==> src/rtl/display_pkg.sv <==
// rtl/display_pkg.sv - shared state encoding and ASCII constants for the countdown display
package display_pkg;

    typedef enum logic [5:0] {
        ST_IDLE    = 6'b000001,
        ST_SEND    = 6'b000010,
        ST_WAIT_TX = 6'b000100,
        ST_DELAY   = 6'b001000,
        ST_STEP    = 6'b010000,
        ST_FINISH  = 6'b100000
    } state_t;

    localparam logic [7:0] ESC      = 8'h1B;
    localparam logic [7:0] LBRACKET = 8'h5B;
    localparam logic [7:0] CHAR_J   = 8'h6A;
    localparam logic [7:0] ASCII0   = 8'h30;

    localparam int PREFIX_LEN = 3;

endpackage

==> src/rtl/bin_to_ascii_digits.sv <==
// rtl/bin_to_ascii_digits.sv - combinational double-dabble binary to ASCII decimal digits
module bin_to_ascii_digits #(
    parameter int VALUE_W = 10,
    parameter int DIGITS  = 3
) (
    input  logic [VALUE_W-1:0]  bin,
    output logic [DIGITS*8-1:0] ascii
);

    localparam int SH_W = VALUE_W + 4 * DIGITS;

    logic [SH_W-1:0] sh;

    // BCD digits accumulate above the binary field as it is shifted out the top
    always_comb begin
        sh = {{(4 * DIGITS){1'b0}}, bin};
        for (int i = 0; i < VALUE_W; i++) begin
            for (int d = 0; d < DIGITS; d++) begin
                if (sh[VALUE_W + 4 * d +: 4] >= 4'd5)
                    sh[VALUE_W + 4 * d +: 4] = sh[VALUE_W + 4 * d +: 4] + 4'd3;
            end
            sh = sh << 1;
        end
        ascii = '0;
        for (int d = 0; d < DIGITS; d++)
            ascii[d * 8 +: 8] = {4'h3, sh[VALUE_W + 4 * d +: 4]};
    end

endmodule

==> src/rtl/countdown_display_ctrl.sv <==
// rtl/countdown_display_ctrl.sv - count down/up timer that streams its value to a display via the SPI byte master
module countdown_display_ctrl
    import display_pkg::*;
#(
    parameter int VALUE_W   = 10,
    parameter int DIGITS    = 3,
    parameter int MAX_VALUE = 999,
    parameter int TICK_DIV  = 12500
) (
    input  logic               clk,
    input  logic               rst,
    input  logic               set,
    input  logic [VALUE_W-1:0] load_value,
    input  logic               count_up,
    input  logic               start,
    input  logic               suspend,
    input  logic               restart,
    input  logic               turn_zero,
    input  logic               end_transmission,
    output logic [7:0]         data_out,
    output logic               begin_transmission,
    output logic               slave_select,
    output logic               done,
    output logic [5:0]         state
);

    localparam int LEN   = PREFIX_LEN + DIGITS;
    localparam int IDX_W = $clog2(LEN);
    localparam int CNT_W = $clog2(TICK_DIV);

    localparam logic [IDX_W-1:0]   IDX_LAST = IDX_W'(LEN - 1);
    localparam logic [CNT_W-1:0]   CNT_LAST = CNT_W'(TICK_DIV - 1);
    localparam logic [VALUE_W-1:0] MAX_V    = VALUE_W'(MAX_VALUE);

    state_t               cur_state;
    logic [IDX_W-1:0]     idx;
    logic [CNT_W-1:0]     delay_cnt;
    logic [VALUE_W-1:0]   value;
    logic [VALUE_W-1:0]   target;
    logic                 mode;
    logic                 fin;

    logic [VALUE_W-1:0]   sat_load;
    logic [VALUE_W-1:0]   init_value;
    logic [VALUE_W-1:0]   term_value;
    logic [VALUE_W-1:0]   step_value;
    logic [IDX_W-1:0]     next_idx;
    logic [7:0]           next_byte;
    logic [DIGITS*8-1:0]  digits_ascii;

    bin_to_ascii_digits #(
        .VALUE_W (VALUE_W),
        .DIGITS  (DIGITS)
    ) u_digits (
        .bin   (value),
        .ascii (digits_ascii)
    );

    assign sat_load   = (load_value > MAX_V) ? MAX_V : load_value;
    assign init_value = mode ? '0 : target;
    assign term_value = mode ? target : '0;
    assign step_value = mode ? value + VALUE_W'(1) : value - VALUE_W'(1);
    assign next_idx   = idx + IDX_W'(1);

    // Byte for the following index; value is stable while a message is in flight
    always_comb begin
        next_byte = 8'h00;
        for (int j = 0; j < DIGITS; j++) begin
            if (int'(next_idx) == PREFIX_LEN + j)
                next_byte = digits_ascii[(DIGITS - 1 - j) * 8 +: 8];
        end
        if (next_idx == IDX_W'(1)) next_byte = LBRACKET;
        if (next_idx == IDX_W'(2)) next_byte = CHAR_J;
    end

    always_ff @(posedge clk) begin
        if (rst) begin
            cur_state    <= ST_IDLE;
            idx          <= '0;
            delay_cnt    <= '0;
            value        <= '0;
            target       <= '0;
            mode         <= 1'b0;
            fin          <= 1'b0;
            data_out     <= 8'h00;
            slave_select <= 1'b1;
        end else begin
            case (cur_state)
                ST_IDLE: begin
                    value <= set ? sat_load : '0;
                    if (start && set) begin
                        mode         <= count_up;
                        target       <= sat_load;
                        value        <= count_up ? '0 : sat_load;
                        fin          <= (sat_load == '0);
                        idx          <= '0;
                        data_out     <= ESC;
                        slave_select <= 1'b0;
                        cur_state    <= ST_SEND;
                    end
                end
                ST_SEND: cur_state <= ST_WAIT_TX;
                ST_WAIT_TX: begin
                    if (end_transmission) begin
                        if (idx != IDX_LAST) begin
                            idx       <= next_idx;
                            data_out  <= next_byte;
                            cur_state <= ST_SEND;
                        end else begin
                            idx          <= '0;
                            slave_select <= 1'b1;
                            cur_state    <= fin ? ST_FINISH : ST_DELAY;
                        end
                    end
                end
                ST_DELAY, ST_STEP: begin
                    if (turn_zero) begin
                        value        <= term_value;
                        fin          <= 1'b1;
                        delay_cnt    <= '0;
                        data_out     <= ESC;
                        slave_select <= 1'b0;
                        cur_state    <= ST_SEND;
                    end else if (restart) begin
                        value        <= init_value;
                        fin          <= (init_value == term_value);
                        delay_cnt    <= '0;
                        data_out     <= ESC;
                        slave_select <= 1'b0;
                        cur_state    <= ST_SEND;
                    end else if (!suspend) begin
                        if (cur_state == ST_STEP) begin
                            value        <= step_value;
                            fin          <= (step_value == term_value);
                            data_out     <= ESC;
                            slave_select <= 1'b0;
                            cur_state    <= ST_SEND;
                        end else if (delay_cnt == CNT_LAST) begin
                            delay_cnt <= '0;
                            cur_state <= ST_STEP;
                        end else begin
                            delay_cnt <= delay_cnt + CNT_W'(1);
                        end
                    end
                end
                ST_FINISH: if (!start && !set) cur_state <= ST_IDLE;
                default:   cur_state <= ST_IDLE;
            endcase
        end
    end

    assign begin_transmission = (cur_state == ST_SEND);
    assign done               = (cur_state == ST_FINISH);
    assign state              = cur_state;

endmodule

==> config.mk <==
export PLATFORM = sky130hd
export DESIGN_NAME = countdown_display_ctrl
export DESIGN_NICKNAME = d
export VERILOG_FILES = /design/src/rtl/display_pkg.sv /design/src/rtl/bin_to_ascii_digits.sv /design/src/rtl/countdown_display_ctrl.sv
export SDC_FILE = /design/constraint.sdc
export NUM_CORES = 1
export LEC_CHECK = 0
export BUFFER_PORTS_ARGS = -buffer_cell sky130_fd_sc_hd__buf_2
export CORE_ASPECT_RATIO = 0.9
export CORE_UTILIZATION = 35
export CTS_CLUSTER_DIAMETER = 80
export DETAILED_ROUTE_END_ITERATION = 7
export PLACE_DENSITY = 0.51
export SLEW_MARGIN = 15
export SYNTH_ARGS = -nofsm -noshare
export SYNTH_HDL_FRONTEND = slang
export SYNTH_SLANG_ARGS = --single-unit
==> constraint.sdc <==
create_clock -name clk -period 19.09 [get_ports clk]
set_input_delay 2.8635 -clock clk [delete_from_list [all_inputs] [get_ports clk]]
set_output_delay 2.8635 -clock clk [all_outputs]
set_load 0.02 [all_outputs]
# After elaboration in Yosys (flattened, before gate mapping)

Index checks and enable logic that the tools add are counted.

Bits in read-only memories: 0
Output and inout port bits: 17
Memories kept: 0
Bits in writable memories: 0
Register bits: 54
Bits in latches: 0

Magnitude comparators: 25
Equality and inequality tests: 25
Add/sub/neg operators: 28
Reductions and logical operators: 17
Mux-type cells: 83
Bitwise logic cells: 0
Div/mod/pow operators: 0
Multiply operators: 0
Shift-type cells: 0

Operators with widths:

| operator                | count |
|---|---|
| $mux W10                | 11 |
| $mux W8                 | 11 |
| $ge A4 B3 Y1 const B    | 21 |
| $mux W14                | 5 |
| $mux W6                 | 11 |
| $mux W4                 | 16 |
| $add A4 B2 Y4 const B   | 15 |
| $mux W3                 | 11 |
| $pmux W6 S5             | 1 |
| $pmux W8 S3             | 1 |
| $eq A10 B10 Y1          | 2 |
| $pmux W10 S2            | 1 |
| $add A3 B2 Y3 const B   | 6 |
| $add A14 B1 Y14 const B | 1 |
| $eq A14 B14 Y1 const B  | 1 |
| $mux W1                 | 12 |
| $reduce_and A6 Y1       | 2 |
| $add A10 B1 Y10 const B | 1 |
| $gt A10 B10 Y1 const B  | 1 |
| $logic_not A10 Y1       | 1 |
| $sub A10 B1 Y10 const B | 1 |
| $eq A3 B3 Y1 const B    | 3 |
| $reduce_and A3 Y1       | 3 |
| $ne A2 B2 Y1 const B    | 4 |
| 29 further kinds        | 36 |

# Depth between registers and ports, before layout

Gate-level depths: netlist (run 1).

Word-level depth: 26
Depth in mapped cells: 37
Mapped depth without buffers: 35

# Hierarchy

From an unflattened synthesis (run 1), not the netlist that was laid out.

Cells, all modules: 771
Area, all modules: 5784.3 µm²

Modules (own cells, without submodules):

| module                 | sequential area each (µm²) | times used | cells an instance | area an instance (µm²) |
|---|---|---|---|---|
| countdown_display_ctrl | 1081.0                     | 1          | 492               | 3723.6 |
| bin_to_ascii_digits    | 0.0                        | 1          | 279               | 2060.7 |

# Worst setup path after synthesis (run 1)

OpenSTA, ideal clock, no wires.

Path type: reg2reg
Start point: register value[7]
End point: register data_out[2]
Slack: 12023 ps
Arrival: 6997 ps
Library setup time: 70 ps
Path buffers: 3
Stages on the path, launching flop included: 34
Period minus slack after synthesis: 7067 ps
Path through: dfxtp_1 -> clkbuf_2 -> inv_1 -> ha_1 -> inv_1 -> ha_1 -> a21oi_1 -> xnor2_1 -> ha_1 -> nor2b_1 -> buf_4 -> nor3_1 -> or3_4 -> xnor2_1 -> ha_1 -> nor2b_1 -> or4_1 -> o221ai_1 -> o31ai_2 -> nand2_1 -> buf_2 -> a32o_1 -> a221oi_1 -> mux2i_1 -> or2_1 -> ha_1 -> nand2b_1 -> nand3_1 -> o21a_1 -> o22ai_1 -> o32ai_1 -> mux2_2 -> a311o_1 -> a21oi_1

Longest elaborated chain between the ends: 22
Elaborated cells on any way between the ends: 62
Those cells by class: 18 x add/sub; 18 x order compare; 26 x mux

RTL lines:

| what                                          | RTL line                                             | RTL |
|---|---|---|
| start: declaration                            | countdown_display_ctrl.sv:38                         | `logic [VALUE_W-1:0] value;` |
| start signal: assignment                      | countdown_display_ctrl.sv:90                         | `value <= set ? sat_load : '0;` |
| start signal: assignment                      | countdown_display_ctrl.sv:94                         | `value <= count_up ? '0 : sat_load;` |
| start signal: assignment                      | countdown_display_ctrl.sv:118                        | `value <= term_value;` |
| $add A4 B2 Y4 or $ge A4 B3 Y1 (tied branches) | bin_to_ascii_digits.sv:20, bin_to_ascii_digits.sv:19 |  |
| $mux W4 *                                     | bin_to_ascii_digits.sv:19                            | `if (sh[VALUE_W + 4 * d +: 4] >= 4'd5)` |
| $add A4 B2 Y4 or $ge A4 B3 Y1 (tied branches) | bin_to_ascii_digits.sv:20, bin_to_ascii_digits.sv:19 |  |
| $mux W4                                       | bin_to_ascii_digits.sv:19                            |  |
| $add A4 B2 Y4 (tied with other cells)         | bin_to_ascii_digits.sv:20                            | `sh[VALUE_W + 4 * d +: 4] = sh[VALUE_W + 4 * d +: 4] + 4'd3;` |
| $mux W4 or $mux W3 (tied branches)            | bin_to_ascii_digits.sv:19                            |  |
| $add A4 B2 Y4 (tied with other cells)         | bin_to_ascii_digits.sv:20                            |  |
| $mux W4 or $mux W3 (tied branches)            | bin_to_ascii_digits.sv:19                            |  |
| [... 6 more ...]                              | --                                                   |  |
| $mux W6                                       | countdown_display_ctrl.sv:69                         | `if (int'(next_idx) == PREFIX_LEN + j)` |
| $mux W8                                       | countdown_display_ctrl.sv:69                         |  |
| $mux W8 *                                     | countdown_display_ctrl.sv:69                         |  |
| $mux W8 *                                     | countdown_display_ctrl.sv:72                         | `if (next_idx == IDX_W'(1)) next_byte = LBRACKET;` |
| $mux W8 *                                     | countdown_display_ctrl.sv:73                         | `if (next_idx == IDX_W'(2)) next_byte = CHAR_J;` |
| $mux W8 *                                     | countdown_display_ctrl.sv:105                        | `if (idx != IDX_LAST) begin` |
| $mux W8 *                                     | countdown_display_ctrl.sv:104                        | `if (end_transmission) begin` |
| $pmux W8 S3 *                                 | countdown_display_ctrl.sv:88                         | `case (cur_state)` |
| end signal: assignment                        | countdown_display_ctrl.sv:107                        | `data_out <= next_byte;` |
| end: declaration                              | countdown_display_ctrl.sv:20                         | `output logic [7:0] data_out,` |

Mark *: on every way between the ends. The rest lies on a longest branch, timed or not. The select of a mux whose other input is x is not followed.
A chain may end at the register's enable or synchronous reset.

# Final worst setup path (run 1)

Ends and elaborated chain as after synthesis.

==> results of run 1 <==
## metal layers
layer	global-route usage, %	vias to the layer above	routed length [um]
met5	0	-	0
met4	3.85	0	115
met3	2.47	15	644
met2	29.7	146	6480
met1	26.5	2483	7320
li1	-	2681	-
## tightest hold or removal path, delay by kind of cell (launching register included)
| kind | cells | cell delay, ns |
|---|---|---|
| AOI/OAI and AO/OA | 1 | 0.06 |
| buffers and inverters | 1 | 0.05 |
| DFF | 1 | 0.31 |
## cells in the final DEF, fill, tap and decap left out, types with 15 or more instances in the layout
cell      Yosys  routed
a211oi_1     15      15
o21ai_0      38      38
buf_2         2      34
inv_1        34      34
xnor2_1      20      20
dfxtp_1      53      53
ha_1         27      27
nor3_1       21      21
nand2_1      59      59
nor2_1       74      74
nand3_1      24      24
a21oi_1      57      57
## logic make-up after synthesis
family	count (synthesis)	synth area share (%)
AOI/OAI and AO/OA	247	34.4
xor gates and xnor gates	30	5.23
adders and majority gates	28	6.74
buffers and inverters	70	5.30
DFF	53	20.0
muxes	18	3.72
other	1	0.0706
and+or+nand+nor	261	24.5
## stage by stage
step | hold slack [ns] | instance area (um^2) | cells | setup slack [ns] | util (%)
after detailed placement | 0.459 | 5580 | 905 | 10.72 | 37.8
final | 0.473 | 5720 | 913 | 10.61 | 38.8
after floorplan | 0.463 | 5310 | 708 | 12.02 | -
after CTS | 0.477 | 5720 | 913 | 10.70 | 38.8
after global routing | 0.494 | 5720 | 913 | 9.95 | 38.8
after global placement | 0.454 | 5580 | 905 | 11.03 | 37.8
## layout make-up
cell class / count / area (um^2)
Timing Repair Buffer: 34 / 170
Clock inverter: 2 / 13.8
Sequential cell: 53 / 1060
Clock buffer: 6 / 129
Multi-Input combinational cell: 585 / 3970
Inverter: 35 / 131
Fill cell: 1501 / 9040
Tap cell: 198 / 248
## synthesized netlist by cell type, types with 4 or more instances
| cell type | number | area (um^2) |
|---|---|---|
| nand2b_1 | 12 | 75.1 |
| o21a_1 | 8 | 60.1 |
| nand3_1 | 24 | 120 |
| nor2_1 | 74 | 278 |
| and3_1 | 10 | 62.6 |
| o211ai_1 | 7 | 52.6 |
| mux2_2 | 4 | 45.0 |
| ha_1 | 27 | 338 |
| a31oi_1 | 6 | 37.5 |
| nor4_1 | 8 | 50.1 |
| clkbuf_1 | 28 | 105 |
| mux2i_1 | 11 | 110 |
| nand2_1 | 59 | 221 |
| or3_1 | 4 | 25.0 |
| o21bai_1 | 6 | 45.0 |
| dfxtp_1 | 53 | 1060 |
| xor2_1 | 8 | 70.1 |
| xnor2_1 | 20 | 175 |
| o221a_2 | 6 | 67.6 |
| or2_2 | 4 | 25.0 |
| a211oi_1 | 15 | 113 |
| nand4b_1 | 5 | 43.8 |
| nor3_1 | 21 | 105 |
| a21o_1 | 11 | 82.6 |
| o32ai_1 | 4 | 35.0 |
| nand4_1 | 11 | 68.8 |
| a221oi_1 | 6 | 52.6 |
| o221ai_1 | 8 | 70.1 |
| a21oi_1 | 57 | 285 |
| a32oi_1 | 5 | 43.8 |
| inv_1 | 34 | 128 |
| a22oi_1 | 12 | 90.1 |
| o22ai_1 | 5 | 31.3 |
| nor2b_1 | 8 | 50.1 |
| o21ai_0 | 38 | 190 |
| o31ai_1 | 4 | 30.0 |
## state kept, by name (all words and copies together), names as in the netlist
register / cells
state: 6
mode: 1
data_out: 7
value: 10
delay_cnt: 14
slave_select: 1
idx: 3
fin: 1
target: 10
## path summary, 6_finish.rpt
check | end | slack (ns) | cells after the start
max | data_out[2]$_SDFFE_PP0P_ | 10.61 | 30
min | data_out[4]$_SDFFE_PP0P_ | 0.47 | 2
max reg2reg | data_out[2]$_SDFFE_PP0P_ | 10.61 | 30
min reg2reg | data_out[4]$_SDFFE_PP0P_ | 0.47 | 2
==> out/qor.yml, run 1 <==
cts_buffer_depth: 2
crit_start: "value[7]$_SDFFE_PP0P_"
cp_top_family: "simple AND/OR/NAND/NOR gates"
yosysUniqueCellTypes: 96
ant_nets: 0
clkLatencyLatePin_ns: 0.30
worstHoldStart: "data_out[4]$_SDFFE_PP0P_"
avgSynthCellArea_um2: 7.50
fmax_mhz: 118
routed_via_density: 5.83
grt_max_degree: 39
worst_path_max_delay_cell: "nor2_1"
grt.total_usage_pct: 18.6
fp.dieH_um: 119
grt_first_pass_wirelength_um: 24400
slew_headroom_pct: 37.5
timing.final.hold_violations: 0
dieArea_um2: 15700
vias: 5325
antennaDiodeCount: 0
finClkSkew_ns: 0.00555
cp.required_ns: 19.32
placement_rows: 42
cp-end-kind: "flop"
drive_above_1_share_pct: 12.0
cp_num_buf_inv: 2
tritoncts: "done"
tightest_slew_ns: 0.937
path_common_cell: "ha_1"
grt_antenna_before_repair: 0
syn-cell-area_um2: 5310
period_minus_slack_ns: 8.48
cts-resized-gates: 0
wl_um: 14600
synth_seq_cells: 53
dieWidth_um: 132
holdBufCountCts: 0
ioPinCount: 36
syn_to_final_growth_pct: 7.72
core_area_um2: 14800
drv_slew: 0
synthArstFlopShare_pct: 0
dpl.hpwl_um: 11100
root_buffer: "clkbuf_16"
crit_path_start_kind: "flop"
cp_max_fo: 14
setup_viol: 0
gr-total-overflow: 0
yosysSeqAreaShare_pct: 20.0
numCtsBuffers: 5
rsz0062_at_grt: "no"
synth_edf_count: 0
synth_cells: 708
initial_core_util_pct: 36.0
htreeDepth: 2
synthFlopType: "dfxtp_1"
cts_setup_buffers: 0
grt_pass1_vias: 4953
gp_congestion: 0.908
fin_nets: 761
dr.pass1.iters: 5
detail_route.wl_per_cell_um: 16.0
setup.worst_path.class: "flop to flop"
post-route-drc-count: 0
clkSinkCount: 53
setup_tns_ns: 0
arrival_ns: 8.71
critPathMaxStageDelay_ns: 0.68
fin_crit_sh_pct: 44.4
clkTransAtPathRegs_ns: 0.07
hold_path.class: "flop to flop"
yosys_warnings: 0
drv_cap: 0
outcome: "complete, no violations"
drtIter0Drc: 330
portBuffers: 34
worst_r2r_startpoint: "value[7]$_SDFFE_PP0P_"
syn-num-nets: 755
Power of run 1 is left out: the tool's default activity adds up to more than one toggle a clock period on the data nets, which glitch-free logic cannot reach.
==> run 2, diff against run 1 <==
==> constraint.sdc (replaced) <==
create_clock -name clk -period 8.3 [get_ports clk]
set_input_delay 1.245 -clock clk [delete_from_list [all_inputs] [get_ports clk]]
set_output_delay 1.245 -clock clk [all_outputs]
set_load 0.02 [all_outputs]
==> out/qor.yml, run 2 (synthesis results as in run 1) <==
grt_max_degree: 39  # unchanged
placement_rows: 42  # unchanged
setup_viol: 0  # unchanged
hold_path.class: "flop to flop"
cp_top_family: "compound AO/OA/AOI/OAI gates"
fp.dieH_um: 119  # unchanged
antennaDiodeCount: 0  # unchanged
wl_um: 14600  # unchanged
cp.depth: 30  # unchanged
grt_antenna_before_repair: 0  # unchanged
numCtsBuffers: 5  # unchanged
fin_nets: 765  # +0.53%
clkTransAtPathRegs_ns: 0.07  # about the same
drive_above_1_share_pct: 12.8  # +0.77 points
ant_nets: 0  # unchanged
clkSinkCount: 53  # unchanged
worst_r2r_startpoint: "value[8]$_SDFFE_PP0P_"
htreeDepth: 2  # unchanged
core_area_um2: 14800  # unchanged
arrival_ns: 7.81  # -0.90 ns
portBuffers: 34  # unchanged
rsz0062_at_grt: "no"
cp_max_fo: 8  # -6
root_buffer: "clkbuf_16"
timing.final.hold_violations: 0  # unchanged
syn_to_final_growth_pct: 8.55
whs_ns: 0.468  # -0.00571 ns
cts-resized-gates: 0  # unchanged
cts_buffer_depth: 2  # unchanged
cp_num_buf_inv: 2  # unchanged
cp-end-kind: "flop"
gr-total-overflow: 0  # unchanged
worstHoldPathCells: 2  # unchanged
worst_path_max_delay_cell: "dfxtp_1"
reg2reg_to: "data_out[2]$_SDFFE_PP0P_"
fin_util_pct: 39.1  # +0.30 points
critPathMaxStageDelay_ns: 0.46  # -0.22 ns
placed_cells: 909  # +0.44%
drtIter0Drc: 417  # +26%
grt.total_usage_pct: 18.6  # about the same
outcome: "complete, no violations"
crit_end: "data_out[2]$_SDFFE_PP0P_"
drv_cap: 0  # unchanged
detail_route.wl_per_cell_um: 15.9  # -0.44%
dieWidth_um: 132  # unchanged
grt_first_pass_wirelength_um: 24300  # -0.31%
tritoncts: "done"
drv_slew: 0  # unchanged
tightest_slew_ns: 0.953  # +0.0163 ns
ioPinCount: 36  # unchanged
dpl.hpwl_um: 11100  # about the same
reg2reg_depth: 30  # unchanged
setup.worst_path.class: "flop to flop"
fin_crit_sh_pct: 91.4  # +47 points
grt_pass1_vias: 4940  # -0.26%
vias: 5441  # +2.2%
dieArea_um2: 15700  # unchanged
crit_path_start_kind: "flop"
mostFrequentLayoutCells: "nor2_1 (74), nand2_1 (59), a21oi_1 (57), dfxtp_1 (52), o21ai_0 (38)"
largest_reg_flops: 14  # unchanged
largest_registers: "delay_cnt x14, target x10, value x10"
final_common_cell: "nor2_1"
initial_core_util_pct: 36.0  # unchanged
cts_setup_buffers: 0  # unchanged
worst-r2r-setup-slack_ns: 0.71  # -9.90 ns
routed_via_density: 5.93  # +1.7%
setup_tns_ns: 0  # unchanged
clkLatencyLatePin_ns: 0.30  # about the same
dr.pass1.iters: 5  # unchanged
path_common_cell: "ha_1"
fmax_mhz: 132  # +12%
finClkSkew_ns: 0.00833  # +0.00279 ns
post-route-drc-count: 0  # unchanged
crit_start: "value[8]$_SDFFE_PP0P_"
cp.required_ns: 8.53  # -10.79 ns
period_minus_slack_ns: 7.59  # -0.894 ns
largest_register: "delay_cnt"
stdcell_count: 917  # +0.44%
gp_congestion: 0.914  # +0.62%
slew_headroom_pct: 36.5  # -1.1 points
holdBufCountCts: 0  # unchanged
==> run 2: cell count changes in the layout (fill, tap and decap cells not counted), sizes merged <==
| cell | previous run | this run |
|---|---|---|
| buf | 34 | 38 |
| clkbuf | 6 | 7 |
| clkinv | 1 | 0 |
| clkinvlp | 0 | 1 |
| inv | 36 | 35 |
==> run 2: per-stage QoR <==
step	area, um^2	setup WS, ns
final	5770	0.711
after global routing	5770	0.0910
after CTS	5750	0.319
after detailed placement	5610	0.379
after global placement	5610	0.692
after floorplan	5310	1.23
==> run 2: worst min-delay path: stages, from the launching register on <==
cell,delay [ns]
dfxtp_1,0.31
inv_1,0.04
a221oi_1,0.06
==> run 2: area by class of cell <==
type / instances / area [um^2]
multi-input cells: 585 / 3990
repair buffers: 38 / 200
flip-flops and latches: 53 / 1060
clock buffers: 7 / 133
clock inverters: 1 / 7.51
inverters: 35 / 131
well taps: 198 / 248
fillers: 1506 / 9000
==> run 2: how the worst min path moves through the flow <==
stage / from / end / slack (ns)
4_1_cts: data_out[4]$_SDFFE_PP0P_ / data_out[4]$_SDFFE_PP0P_ / 0.47
3_3_place_gp: data_out[4]$_SDFFE_PP0P_ / data_out[4]$_SDFFE_PP0P_ / 0.45
3_5_place_dp: data_out[4]$_SDFFE_PP0P_ / data_out[4]$_SDFFE_PP0P_ / 0.46
2_1_floorplan: target[9]$_SDFFE_PP0P_ / target[9]$_SDFFE_PP0P_ / 0.46
6_report: data_out[4]$_SDFFE_PP0P_ / data_out[4]$_SDFFE_PP0P_ / 0.47
5_1_grt: data_out[4]$_SDFFE_PP0P_ / data_out[4]$_SDFFE_PP0P_ / 0.51
==> run 2: per-layer routing <==
layer	share of wire [%]	wire, um	track usage, %	vias to the layer above
met5	0	0	0	-
li1	-	-	-	2698
met2	44	6350	28.2	171
met3	5.0	725	2.55	13
met4	1.0	152	4.43	0
met1	50	7340	27.4	2559
Power of run 2 is left out for the same reason.
==> run 3, diff against run 2 <==
--- a/config.mk
+++ b/config.mk
@@ -10,7 +10,8 @@
 export CORE_UTILIZATION = 35
 export CTS_CLUSTER_DIAMETER = 80
 export DETAILED_ROUTE_END_ITERATION = 7
-export PLACE_DENSITY = 0.51
+export GPL_TIMING_DRIVEN = 0
+export PLACE_DENSITY_LB_ADDON = 0.25
 export SLEW_MARGIN = 15
 export SYNTH_ARGS = -nofsm -noshare
 export SYNTH_HDL_FRONTEND = slang
==> out/qor.yml, run 3 (synthesis results as in run 1) <==
ioPinCount: 36  # unchanged
cp.required_ns: 8.52  # about the same
grt_first_pass_wirelength_um: 24200  # -0.48%
slew_headroom_pct: 42.3  # +5.9 points
cp-end-kind: "flop"
dieArea_um2: 15700  # unchanged
fin_nets: 796  # +4.1%
drv_cap: 0  # unchanged
rsz0062_at_grt: "no"
grt_antenna_before_repair: 0  # unchanged
fin_area_um2: 5900  # +2.4%
grt_pass1_vias: 4813  # -2.6%
arrival_ns: 7.94  # +0.13 ns
ant_nets: 0  # unchanged
gp_congestion: 0.849  # -7.0%
largest_reg_flops: 14  # unchanged
mostFrequentLayoutCells: "nor2_1 (74), nand2_1 (59), a21oi_1 (57), dfxtp_1 (53), o21ai_0 (37)"
portBuffers: 33  # -2.9%
worst_r2r_startpoint: "value[7]$_SDFFE_PP0P_"
grt.total_usage_pct: 18.3  # -0.26 points
vias: 5433  # -0.15%
dieWidth_um: 132  # unchanged
period_minus_slack_ns: 7.72  # +0.134 ns
timing.final.hold_violations: 0  # unchanged
multi_input_area_um2: 4000  # +0.41%
placed_area_um2: 5730  # +2.1%
dr.pass1.iters: 5  # unchanged
root_buffer: "clkbuf_16"
cp_max_fo: 10  # +2
syn_to_final_growth_pct: 11.1
fmax_mhz: 129  # -1.7%
post-route-drc-count: 0  # unchanged
setup_viol: 0  # unchanged
placement_rows: 42  # unchanged
cp_num_buf_inv: 5  # +3
drive_above_1_share_pct: 12.8  # about the same
setup_slack_ns: 0.577  # -0.134 ns
grt_max_degree: 16  # -59%
clkSinkCount: 53  # unchanged
drtIter0Drc: 472  # +13%
detail_route.wl_per_cell_um: 15.2  # -4.6%
dpl.hpwl_um: 11100  # +0.35%
fillCellCount: 1541  # +2.3%
whs_ns: 0.472  # +0.00461 ns
critPathMaxStageDelay_ns: 0.40  # -0.06 ns
clkTransAtPathRegs_ns: 0.07  # about the same
seqCellArea_um2: 1060  # -0.12%
antennaDiodeCount: 0  # unchanged
largest_register: "delay_cnt"
initial_core_util_pct: 36.0  # unchanged
numCtsBuffers: 5  # unchanged
fp.dieH_um: 119  # unchanged
wl_um: 14400  # -1.3%
crit_path_start_kind: "flop"
worst-r2r-setup-slack_ns: 0.58  # -0.13 ns
cp_top_family: "compound AO/OA/AOI/OAI gates"
hold_path.class: "flop to flop"
path_common_cell: "ha_1"
htreeDepth: 2  # unchanged
dpl_worst_slack_ns: 0.0716  # -0.307 ns
drv_slew: 0  # unchanged
routed_via_density: 5.73  # -3.4%
clkLatencyLatePin_ns: 0.29  # about the same
tritoncts: "done"
cts_buffer_depth: 2  # unchanged
worst_path_max_delay_cell: "or3_4"
tightest_slew_ns: 0.857  # -0.0961 ns
worstHoldStart: "data_out[4]$_SDFFE_PP0P_"
fin_crit_sh_pct: 93.1  # +1.6 points
largest_registers: "delay_cnt x14, target x10, value x10"
final_common_cell: "nor2_1"
outcome: "complete, no violations"
setup.worst_path.class: "flop to flop"
finClkSkew_ns: 0.00628  # -0.00205 ns
holdBufCountCts: 0  # unchanged
gr-total-overflow: 0  # unchanged
crit_start: "value[7]$_SDFFE_PP0P_"
core_area_um2: 14800  # unchanged
==> run 3: changes by cell type in the layout (fill, tap and decap cells not counted), sizes merged <==
cell | previous run | this run
clkbuf | 7 | 36
buf | 38 | 40
==> run 3: worst min-delay path: cells and delay by family, from the launching register on <==
| kind | cells | cell delay (ns) |
|---|---|---|
| flops | 1 | 0.31 |
| compound gates | 1 | 0.06 |
| buf+inv | 1 | 0.05 |
==> run 3: cell type report <==
class	instances	share of cell area (%)
multi-input cells	585	67.8
flip-flops and latches	53	18.0
well taps	198	4.20
repair buffers	34	2.92
plain buffers	35	2.54
clock buffers	7	2.25
inverters	35	2.23
clock inverters	1	0.127
==> run 3: stage by stage <==
| step | instances | util, % | TNS (ns) |
|---|---|---|---|
| 5_1_grt | 948 | 40.0 | 0 |
| 3_3_place_gp | 939 | 38.8 | -0.00811 |
| 4_1_cts | 947 | 39.7 | 0 |
| 2_1_floorplan | 708 | - | 0 |
| 6_report | 948 | 40.0 | 0 |
| 3_5_place_dp | 939 | 38.8 | 0 |
==> run 3: per-layer routing <==
metal  global-route usage, %  part of all wire (%)
met1                    28.3                    53
met2                    27.7                    42
met3                    1.45                   4.1
met4                    2.69                  0.58
met5                       0                     0
==> run 3: path summary, 6_finish.rpt <==
path,to,depth (start not counted)
setup / recovery,data_out[2]$_SDFFE_PP0P_,33
hold / removal,data_out[4]$_SDFFE_PP0P_,2
setup reg to reg,data_out[2]$_SDFFE_PP0P_,33
hold reg to reg,data_out[4]$_SDFFE_PP0P_,2
==> run 3: what timing repair did <==
action / CTS / global route
setup endpoints to repair: 0 / 4
buffers inserted: 0 / 1
gates resized for setup: 0 / 7
Power of run 3 is left out for the same reason.
